<file path="src/rtl/filter_mem_pp_if.sv">
// Bus bundle for filter_mem_pp: weight-load channel in, NoC packet channel out.
// Both channels: a beat transfers on a rising edge with valid & ready; valid and payload hold until then.
interface filter_mem_pp_if #(
  parameter int ADDR_W     = 5,
  parameter int WIDTH_DATA = 13,
  parameter int PKT_W      = 32
);
  logic                  wr_valid;
  logic                  wr_ready;
  logic [ADDR_W-1:0]     wr_addr;
  logic [WIDTH_DATA-1:0] wr_data;
  logic                  pkt_valid;
  logic                  pkt_ready;
  logic [PKT_W-1:0]      pkt;
  logic                  dbg_state;

  modport master (
    output wr_valid, wr_addr, wr_data, pkt_ready,
    input  wr_ready, pkt_valid, pkt, dbg_state
  );

  modport slave (
    input  wr_valid, wr_addr, wr_data, pkt_ready,
    output wr_ready, pkt_valid, pkt, dbg_state
  );
endinterface

</file>
<file path="src/rtl/filter_mem_pp.sv">
// Ping-pong filter weight store: one bank loads while the other streams out row by row as NoC packets.
// Optional FMEM_ERR_EN adds the sticky err output for out-of-range writes.
module filter_mem_pp #(
  parameter int          WIDTH_DATA = 13,
  parameter int          DEPTH_F    = 5,
  parameter int          WIDTH_F    = 5,
  parameter logic [7:0]  DST_BASE   = 8'd0,
  parameter logic [1:0]  PKT_TYPE   = 2'b00
) (
  input  logic             clk,
  input  logic             rst,
  filter_mem_pp_if.slave   bus,
  output logic             busy
`ifdef FMEM_ERR_EN
  ,
  output logic             err
`endif
);
  localparam int N      = DEPTH_F * WIDTH_F;
  localparam int ADDR_W = (N > 1) ? $clog2(N) : 1;
  localparam int CNT_W  = $clog2(N + 1);

  typedef enum logic {IDLE, SEND} state_e;

  state_e                state_q, state_d;
  logic [1:0]            full_q, full_d;
  logic                  wbank_q, wbank_d;
  logic                  rbank_q, rbank_d;
  logic [CNT_W-1:0]      wcnt_q, wcnt_d;
  logic [7:0]            row_q, row_d;
  logic [7:0]            col_q, col_d;
  logic [ADDR_W-1:0]     raddr_q, raddr_d;
  logic [WIDTH_DATA-1:0] mem_q [2][N];

  logic                  wr_ready, wr_fire, wr_in_range, wr_store, wr_last;
  logic                  send, pkt_fire, last_col, last_row, rd_last;
  logic [WIDTH_DATA-1:0] rd_data;
  logic [7:0]            dst;

  assign wr_ready    = !full_q[wbank_q];
  assign wr_fire     = bus.wr_valid & wr_ready;
  assign wr_in_range = ({1'b0, bus.wr_addr} < (ADDR_W + 1)'(N));
  assign wr_store    = wr_fire & wr_in_range;
  assign wr_last     = wr_store & (wcnt_q == CNT_W'(N - 1));

  assign send     = (state_q == SEND);
  assign pkt_fire = send & bus.pkt_ready;
  assign last_col = (col_q == 8'(WIDTH_F - 1));
  assign last_row = (row_q == 8'(DEPTH_F - 1));
  assign rd_last  = pkt_fire & last_col & last_row;

  // raddr tracks row*WIDTH_F+col so no multiplier sits in the read path.
  assign rd_data = mem_q[rbank_q][raddr_q];
  assign dst     = DST_BASE + row_q;

  assign bus.wr_ready  = wr_ready;
  assign bus.pkt_valid = send;
  assign bus.pkt       = send ? {1'b0, PKT_TYPE, dst, col_q, rd_data} : '0;
  assign bus.dbg_state = send;
  assign busy          = (|full_q) | send;

  always_comb begin
    state_d = state_q;
    row_d   = row_q;
    col_d   = col_q;
    raddr_d = raddr_q;
    rbank_d = rbank_q;
    case (state_q)
      IDLE: begin
        if (full_q[rbank_q]) begin
          state_d = SEND;
          row_d   = '0;
          col_d   = '0;
          raddr_d = '0;
        end
      end
      SEND: begin
        if (pkt_fire) begin
          raddr_d = raddr_q + ADDR_W'(1);
          if (last_col) begin
            col_d = '0;
            row_d = row_q + 8'd1;
          end else begin
            col_d = col_q + 8'd1;
          end
          if (last_row && last_col) begin
            state_d = IDLE;
            rbank_d = ~rbank_q;
          end
        end
      end
      default: state_d = IDLE;
    endcase
  end

  // Same-edge close of the write bank and drain of the read bank hit different banks.
  always_comb begin
    full_d  = full_q;
    wbank_d = wbank_q;
    wcnt_d  = wcnt_q;
    if (rd_last) full_d[rbank_q] = 1'b0;
    if (wr_store) begin
      if (wr_last) begin
        full_d[wbank_q] = 1'b1;
        wcnt_d          = '0;
        wbank_d         = ~wbank_q;
      end else begin
        wcnt_d = wcnt_q + CNT_W'(1);
      end
    end
  end

  always_ff @(posedge clk or posedge rst) begin
    if (rst) begin
      state_q <= IDLE;
      full_q  <= '0;
      wbank_q <= 1'b0;
      rbank_q <= 1'b0;
      wcnt_q  <= '0;
      row_q   <= '0;
      col_q   <= '0;
      raddr_q <= '0;
    end else begin
      state_q <= state_d;
      full_q  <= full_d;
      wbank_q <= wbank_d;
      rbank_q <= rbank_d;
      wcnt_q  <= wcnt_d;
      row_q   <= row_d;
      col_q   <= col_d;
      raddr_q <= raddr_d;
    end
  end

  always_ff @(posedge clk) begin
    if (wr_store) mem_q[wbank_q][bus.wr_addr] <= bus.wr_data;
  end

`ifdef FMEM_ERR_EN
  logic err_q;

  always_ff @(posedge clk or posedge rst) begin
    if (rst) err_q <= 1'b0;
    else if (wr_fire && !wr_in_range) err_q <= 1'b1;
  end

  assign err = err_q;

  always @(posedge clk) begin
    if (!rst && wr_fire && !wr_in_range && !err_q)
      $error("filter_mem_pp: out-of-range write addr %0d", bus.wr_addr);
  end
`endif
endmodule

</file>
<file path="src/flat_wrapper.sv">
// flat-port wrapper written by rule: the top's interface ports become plain ports
module filter_mem_pp_flat 
#(
  parameter int          WIDTH_DATA = 13,
  parameter int          DEPTH_F    = 5,
  parameter int          WIDTH_F    = 5,
  parameter logic [7:0]  DST_BASE   = 8'd0,
  parameter logic [1:0]  PKT_TYPE   = 2'b00
)
  (clk, rst, busy, bus_wr_valid, bus_wr_addr, bus_wr_data, bus_pkt_ready, bus_wr_ready, bus_pkt_valid, bus_pkt, bus_dbg_state);
  filter_mem_pp_if #(.ADDR_W((5)), .WIDTH_DATA(WIDTH_DATA), .PKT_W((32))) bus_i ();
  input  logic clk;
  input  logic rst;
  output logic busy;
  input wire logic [$bits(bus_i.wr_valid)-1:0] bus_wr_valid;
  input wire logic [$bits(bus_i.wr_addr)-1:0] bus_wr_addr;
  input wire logic [$bits(bus_i.wr_data)-1:0] bus_wr_data;
  input wire logic [$bits(bus_i.pkt_ready)-1:0] bus_pkt_ready;
  output wire logic [$bits(bus_i.wr_ready)-1:0] bus_wr_ready;
  output wire logic [$bits(bus_i.pkt_valid)-1:0] bus_pkt_valid;
  output wire logic [$bits(bus_i.pkt)-1:0] bus_pkt;
  output wire logic [$bits(bus_i.dbg_state)-1:0] bus_dbg_state;
  assign bus_i.wr_valid = bus_wr_valid;
  assign bus_i.wr_addr = bus_wr_addr;
  assign bus_i.wr_data = bus_wr_data;
  assign bus_i.pkt_ready = bus_pkt_ready;
  assign bus_wr_ready = bus_i.wr_ready;
  assign bus_pkt_valid = bus_i.pkt_valid;
  assign bus_pkt = bus_i.pkt;
  assign bus_dbg_state = bus_i.dbg_state;
  filter_mem_pp #(.WIDTH_DATA(WIDTH_DATA), .DEPTH_F(DEPTH_F), .WIDTH_F(WIDTH_F), .DST_BASE(DST_BASE), .PKT_TYPE(PKT_TYPE)) u_core (.clk(clk), .rst(rst), .bus(bus_i), .busy(busy));
endmodule
</file>
<file path="config.mk">
export PLATFORM = sky130hd
export DESIGN_NAME = filter_mem_pp_flat
export DESIGN_NICKNAME = d
export VERILOG_FILES = /design/src/rtl/filter_mem_pp_if.sv /design/src/rtl/filter_mem_pp.sv /design/src/flat_wrapper.sv
export SDC_FILE = /design/constraint.sdc
export NUM_CORES = 1
export LEC_CHECK = 0
export BUFFER_PORTS_ARGS = -buffer_cell sky130_fd_sc_hd__buf_2
export CAP_MARGIN = 20
export CORE_AREA = 5 5 227 229
export CTS_BUF_LIST = sky130_fd_sc_hd__clkbuf_8 sky130_fd_sc_hd__clkbuf_16
export DETAILED_ROUTE_END_ITERATION = 16
export DIE_AREA = 0 0 232 234
export PLACE_DENSITY = 0.85
export SYNTH_ARGS = -nofsm -noshare
export SYNTH_HDL_FRONTEND = slang
export SYNTH_SLANG_ARGS = --single-unit
</file>
<file path="constraint.sdc">
create_clock -name clk -period 2.45 [get_ports clk]
set_input_delay 0.49 -clock clk [delete_from_list [all_inputs] [get_ports clk]]
set_output_delay 0.49 -clock clk [all_outputs]
set_load 0.005 [all_outputs]
</file>
# Word level (Yosys, flattened, before mapping)
# Memory sizes are Yosys's and may differ from the RTL's.
# Cells that the tools add are included.
[totals] out_inout_bits=36 reg_bits=31 word_cells=86 mem_count=1 ram_bits=650
[memory_table] memory="u_core.mem_q" depth=2 width=325 read_ports=1 rd_ports_with_merged_regs=0 write_ports=1 line="filter_mem_pp.sv:33" source="logic [WIDTH_DATA-1:0] mem_q [2][N];"
[classes] bitwise_logic=15 reduce_logical=10 addsub=4 mux=34 eq_ne=6 magnitude_cmp=8
[ops] operator="$mux W325" n=1
[ops] operator="$bmux W13 S5" n=1
[ops] operator="$demux W13 S5" n=1
[ops] operator="$mux W8" n=5
[ops] operator="$mux W13" n=3
[ops] operator="$pmux W8 S2" n=2
[ops] operator="$mux W29" n=1
[ops] operator="$add A8 B1 Y8 const B" n=2
[ops] operator="$eq A8 B3 Y1 const B" n=2
[ops] operator="$mux W5" n=3
[ops] operator="$ge A6 B6 Y1 const B" n=2
[ops] operator="$not A5 Y6" n=2
[ops] operator="$add A5 B1 Y5 const B" n=2
[ops] operator="$mux W1" n=10
[ops] operator="$pmux W5 S2" n=1
[ops] operator="$and A1 B1 Y1" n=6
[ops] operator="$lt A6 B1 Y1 const B" n=1
[ops] operator="$mux W2" n=3
[ops] operator="$reduce_and A3 Y1" n=2
[ops] operator="$eq A5 B5 Y1 const B" n=1
[ops] operator="$lt A5 B5 Y1 const B" n=1
[ops] operator="$logic_and A1 B1 Y1" n=4
[ops] operator="$lt A1 B2 Y1 const B" n=2
[ops] operator="$ne A2 B2 Y1 const B" n=2
[ops] operator="other kinds (12)" n=17

# Logic depth before layout (Yosys ltp)
[logic_depth] depth_word=10 ltp_mapped=9

# Worst setup path before layout
# OpenSTA, ideal clock, no wires.
[synth_path] path_kind="input -> register" startpoint="input port bus_wr_addr[2]" endpoint="memory u_core.mem_q[0][117] (netlist name), enable pin" slack_ns=-0.257 arrival_ns=2.325 path_buffers=2 stages=7 cell_sequence="clkbuf_1 o311ai_0 and3_1 clkbuf_1 nor2b_1 nand3_1 nor2_1"
[synth_via] elab_chain_cells=6 word_cells_on_any_way=10
[synth_lines] item="start: declaration" line="flat_wrapper.sv:16" source="input wire logic [$bits(bus_i.wr_addr)-1:0] bus_wr_addr;"
[synth_lines] item="$not A5 Y6 (implied by the code)" line="filter_mem_pp.sv:136" source="if (wr_store) mem_q[wbank_q][bus.wr_addr] <= bus.wr_data;"
[synth_lines] item="$ge A6 B6 Y1 (implied by the code) / $lt A6 B1 Y1 (equally long branches)" line="filter_mem_pp.sv:136"
[synth_lines] item="$logic_and A1 B1 Y1 (implied by the code)" line="filter_mem_pp.sv:136"
[synth_lines] item="$mux W13 (implied by the code)" line="filter_mem_pp.sv:136"
[synth_lines] item="$demux W13 S5" line="filter_mem_pp.sv:136"
[synth_lines] item="$mux W325 (implied by the code) (*)" line="filter_mem_pp.sv:136"
[synth_lines] item="end: declaration" line="filter_mem_pp.sv:33"
# Every way passes the cells marked *; elsewhere a longest branch is shown, timed or not.

# Worst setup path in the final report
[layout_path] startpoint="register u_core.rbank_q" endpoint="output port bus_pkt[6]"
[layout_via] elab_chain_cells=5
[layout_lines] item="start: declaration" line="filter_mem_pp.sv:28" source="logic rbank_q, rbank_d;"
[layout_lines] item="start signal: assignment" line="filter_mem_pp.sv:127" source="rbank_q <= rbank_d;"
[layout_lines] item="$mem_v2 Z2 W325"
[layout_lines] item="$bmux W13 S5" line="filter_mem_pp.sv:53" source="assign rd_data = mem_q[rbank_q][raddr_q];"
[layout_lines] item="$mux W13 (implied by the code) (2 in a row)" line="filter_mem_pp.sv:53"
[layout_lines] item="$mux W29" line="filter_mem_pp.sv:58" source="assign bus.pkt = send ? {1'b0, PKT_TYPE, dst, col_q, rd_data} : '0;"
[layout_lines] item="end: declaration" line="flat_wrapper.sv:21" source="output wire logic [$bits(bus_i.pkt)-1:0] bus_pkt;"
# No other way between the ends. The select of a mux whose other input is x is not followed.

==> run summary <==
====================================================================================================
Violation count after the first detailed-route iteration                                        2244
Share of async-settable or async-resettable flops after synthesis                              4.55%
Area overhead of the layout relative to synthesis                                              19.0%
Number of cells in the finished layout apart from fillers                                       2384
Outcome                                                                                 complete, but fails checks
R2r setup slk                                                                                0.20 ns
Distinct cells, synth                                                                             51
Width of the chip                                                                             232 um
Data required time at the worst endpoint                                                     1.96 ns
Cell area after placement                                                                  30200 um2
Upper clock frequency limit                                                                0.275 GHz
Largest delay share family, worst path                                                  buffers and inverters
Crit path time final                                                                         3.63 ns
Count of buffers inserted at the top-level ports                                                  54
Type of origin of the critical path                                                             flop
Count leader, synth                                                                     sky130_fd_sc_hd__edfxtp_1
Post-route clock period utilization                                                             148%
YS warnings                                                                                        0
Met2 usage                                                                                     42.3%
Non-Filler Cell Area, Final                                                                32300 um2
Reg2reg start                                                                           u_core.wbank_q
CP bufs+invs                                                                                       4
Gpl congestion                                                                                 0.905
Synth Register Bits                                                                              681
Main area contributors after synthesis                                                  sky130_fd_sc_hd__edfxtp_1 72%, sky130_fd_sc_hd__mux4_2 8.9%, sky130_fd_sc_hd__mux2_2 3.7%, sky130_fd_sc_hd__dfrtp_1 2.9%, sky130_fd_sc_hd__mux2i_1 2.0%
Die span in y                                                                                 234 um
Busiest layer in global routing                                                                 met2
Clock tree from TritonCTS                                                                      built
Antenna diode count                                                                                0
Unrepaired setup endpoints after global routing                                                 true
Via count of the routed design                                                                 15.5k
Number of nets still failing antenna checks after routing                                          0
Most Frequent Cell on Critical Path                                                     sky130_fd_sc_hd__buf_4
Clock-pin slew reported for the worst setup and hold paths after clock tree synthesis        0.07 ns
Number of sinks driven by the clock tree                                                         681
Area fraction of the dominant cell type after synthesis                                        71.9%
Power per standard cell area                                                              938 nW/um2
Clock tree buffer depth                                                                            3
Average routed wire per standard cell                                                        29.1 um
Fin. Hold Viols                                                                                    0
First-pass GRT wire length                                                                    102 mm
CTS HTree Levels                                                                                   2
Max Clock Skew                                                                             0.0116 ns
Count of final max-slew check failures                                                             0
Terminating pin of the worst hold path                                                  u_core.mem_q[0][75]
Critical path cell sequence                                                             buf_4 -> buf_4 -> mux2_2 -> o21ai_0 -> o211ai_1 -> a21oi_1 -> buf_4 -> nor3b_1 -> buf_2
Setup Crit Path Kind                                                                         reg2out
RR Endpoint                                                                             u_core.mem_q[1][212]
Final WL                                                                                     69.3 mm
Slew HR                                                                                        33.2%
Global-route total usage across every layer                                                    25.5%
Gate count of the mapped netlist                                                                1420
Worst setup slack after layout                                                              -1.18 ns
Startpoint of the lowest-slack hold path                                                bus_wr_data[10]
Worst-path maximum fanout                                                                         10
Maximum number of pins on one net before global-route repair                                      51
Pre-Repair DR Iteration Count                                                                      5
Antenna violations before repair                                                                   1
Layout cells sized above 1                                                                     35.3%
Worst EP arrival                                                                             3.14 ns
Post-detailed-route DRC marker count                                                               0
Number of placement rows                                                                          82
Total die area                                                                             54300 um2
Clock latency on the worst-skew pair                                                         0.62 ns
Number of synthesized flops with an enable pin                                                   650
Detailed Place HPWL                                                                          41.1 mm
Netlist Area Pre-Place                                                                     27100 um2
Total power                                                                                  30.3 mW
FF-to-FF path depth                                                                                8
Peak supply drop                                                                            0.656 mV
Largest area contributor in the netlist                                                 sky130_fd_sc_hd__edfxtp_1
Number of max-capacitance violations reported                                                      0
Starting utilization of the core area                                                          54.9%
Top-Level Pins                                                                                    58
Met1 Use GR                                                                                    34.5%
Layout Utilization                                                                             65.3%
Pleak                                                                                        10.6 nW
Instance count along the most critical hold path                                                   1
Proportion of synthesized chip area in sequential cells                                        74.8%
Slowest stage delay, CP                                                                      0.58 ns
CP max-delay cell                                                                       sky130_fd_sc_hd__dfrtp_4
Slew at the pin with the worst max-slew slack                                                1.00 ns
GR met3 Demand/Resource                                                                        4.48%
Final setup fails                                                                                 13
Violations in the final reports                                                         negative setup slack
Count of placed standard cells including taps                                                   2273
Root Driver                                                                             sky130_fd_sc_hd__clkbuf_16
Ranking of synthesized cells by instance count                                          650 x sky130_fd_sc_hd__edfxtp_1, 107 x sky130_fd_sc_hd__mux4_2, 89 x sky130_fd_sc_hd__mux2_2, 71 x sky130_fd_sc_hd__nor2_1, 54 x sky130_fd_sc_hd__mux2i_1
Area of the core region                                                                    49500 um2
Congestion Overflow GR                                                                             0
Post-detailed-route via-to-cell ratio                                                           6.49
Critical Path Sink Type                                                                 primary output
Number of buffers added by the clock tree synthesis step                                          60
Top FF cell, synth                                                                      sky130_fd_sc_hd__edfxtp_1
Number of global-route vias before repair                                                      15.5k
Average instance area after synthesis                                                       19.1 um2
Number of nets in the final layout                                                              1695
Worst hold path class                                                                         in2reg
====================================================================================================
[report_power, final]
| part | internal [mW] | switching (mW) | total, mW |
|---|---|---|---|
| combinational | 3.60 | 4.50 | 8.11 |
| sequential | 13.0 | 0.331 | 13.3 |
| clock | 4.78 | 4.05 | 8.83 |
| total | 21.4 | 8.88 | 30.3 |
[metrics by stage]
stage	setup slack [ns]	setup TNS, ns	hold WS [ns]
after floorplan	-0.180	-81.06	0.487
after global placement	-0.687	-5.93	0.515
after detailed placement	-0.726	-6.55	0.521
after CTS	-1.13	-14.23	0.284
after global routing	-1.23	-15.53	0.295
final	-1.18	-14.77	0.299
[registers in the layout, summed over array words and instances, names as in the netlist, 2 cells and up]
register / count
u_core.full_q: 2
u_core.raddr_q: 5
u_core.row_q: 8
u_core.col_q: 8
u_core.mem_q: 650
u_core.wcnt_q: 5
[area by class of cell]
type,instances,area (um2)
tap,672,841
multi-input combinational,644,6640
clock inverter,47,275
inverter,12,48.8
fill,3005,17200
sequential,681,20300
clock buffer,61,1530
timing repair buffer,267,2640
[layer usage]
metal / vias up / share of wire, %
met5: - / 0
met4: 0 / 4.1
met3: 199 / 11
met2: 1130 / 50
met1: 7876 / 35
li1: 6266 / -
[repair_timing]
action                                 CTS  global route
pin swaps                               16            17
endpoints found under the hold margin   31             0
hold buffers                             1             0
gates resized for setup                 27            23
setup endpoints to repair               17            14
cloned                                   1             1
setup buffers                            1             0
[worst max-delay path by stage]
stage	start	to	slack [ns]	depth (start not counted)
after floorplan	bus_wr_addr[2]	u_core.mem_q[1][156]	-0.18	7
after global placement	u_core.rbank_q	bus_pkt[5]	-0.69	8
after detailed placement	u_core.rbank_q	bus_pkt[5]	-0.73	9
after CTS	u_core.rbank_q	bus_pkt[1]	-1.13	9
after global routing	u_core.rbank_q	bus_pkt[1]	-1.23	8
final	u_core.rbank_q	bus_pkt[6]	-1.18	9
[placed cells by master, fill, tap and decap left out, types with 13 or more instances in the layout]
master                      instances
sky130_fd_sc_hd__nand2b_1          16
sky130_fd_sc_hd__edfxtp_1         650
sky130_fd_sc_hd__clkbuf_16         62
sky130_fd_sc_hd__mux2i_1           49
sky130_fd_sc_hd__inv_1             27
sky130_fd_sc_hd__o211ai_1          26
sky130_fd_sc_hd__mux4_2           107
sky130_fd_sc_hd__and2_1            13
sky130_fd_sc_hd__dfrtp_1           28
sky130_fd_sc_hd__buf_4            149
sky130_fd_sc_hd__clkinv_1          18
sky130_fd_sc_hd__nor2_1            41
sky130_fd_sc_hd__o311ai_0          13
sky130_fd_sc_hd__mux2_2            87
sky130_fd_sc_hd__buf_12            53
sky130_fd_sc_hd__o21ai_0           29
sky130_fd_sc_hd__buf_2             54
sky130_fd_sc_hd__a221oi_1          31
sky130_fd_sc_hd__nor2_2            25
sky130_fd_sc_hd__nand2_1           50
[cell families (layout without fill, tap and decap cells)]
group                      after synthesis  count (layout)  synth area share, %
muxes                                  250             250                 14.6
buffers and inverters                   97             387                 1.78
AOI/OAI and AO/OA                      161             161                 4.28
xor gates and xnor gates                11              11                0.355
adders and majority gates                7               7                0.323
and+or+nand+nor                        212             212                 3.88
other                                    1               3               0.0138
DFF                                    681             681                 74.8
[worst reg2reg max path, stage by stage, from the launching register on]
cell and delay (ns):
sky130_fd_sc_hd__dfrtp_1 0.39, sky130_fd_sc_hd__mux2i_1 0.25, sky130_fd_sc_hd__buf_4 0.17, sky130_fd_sc_hd__and3_1 0.17
sky130_fd_sc_hd__buf_4 0.21, sky130_fd_sc_hd__nand3_1 0.11, sky130_fd_sc_hd__buf_4 0.18, sky130_fd_sc_hd__nor2_1 0.18
sky130_fd_sc_hd__buf_4 0.28
Note: power is estimated with default switching activity, not from simulation.
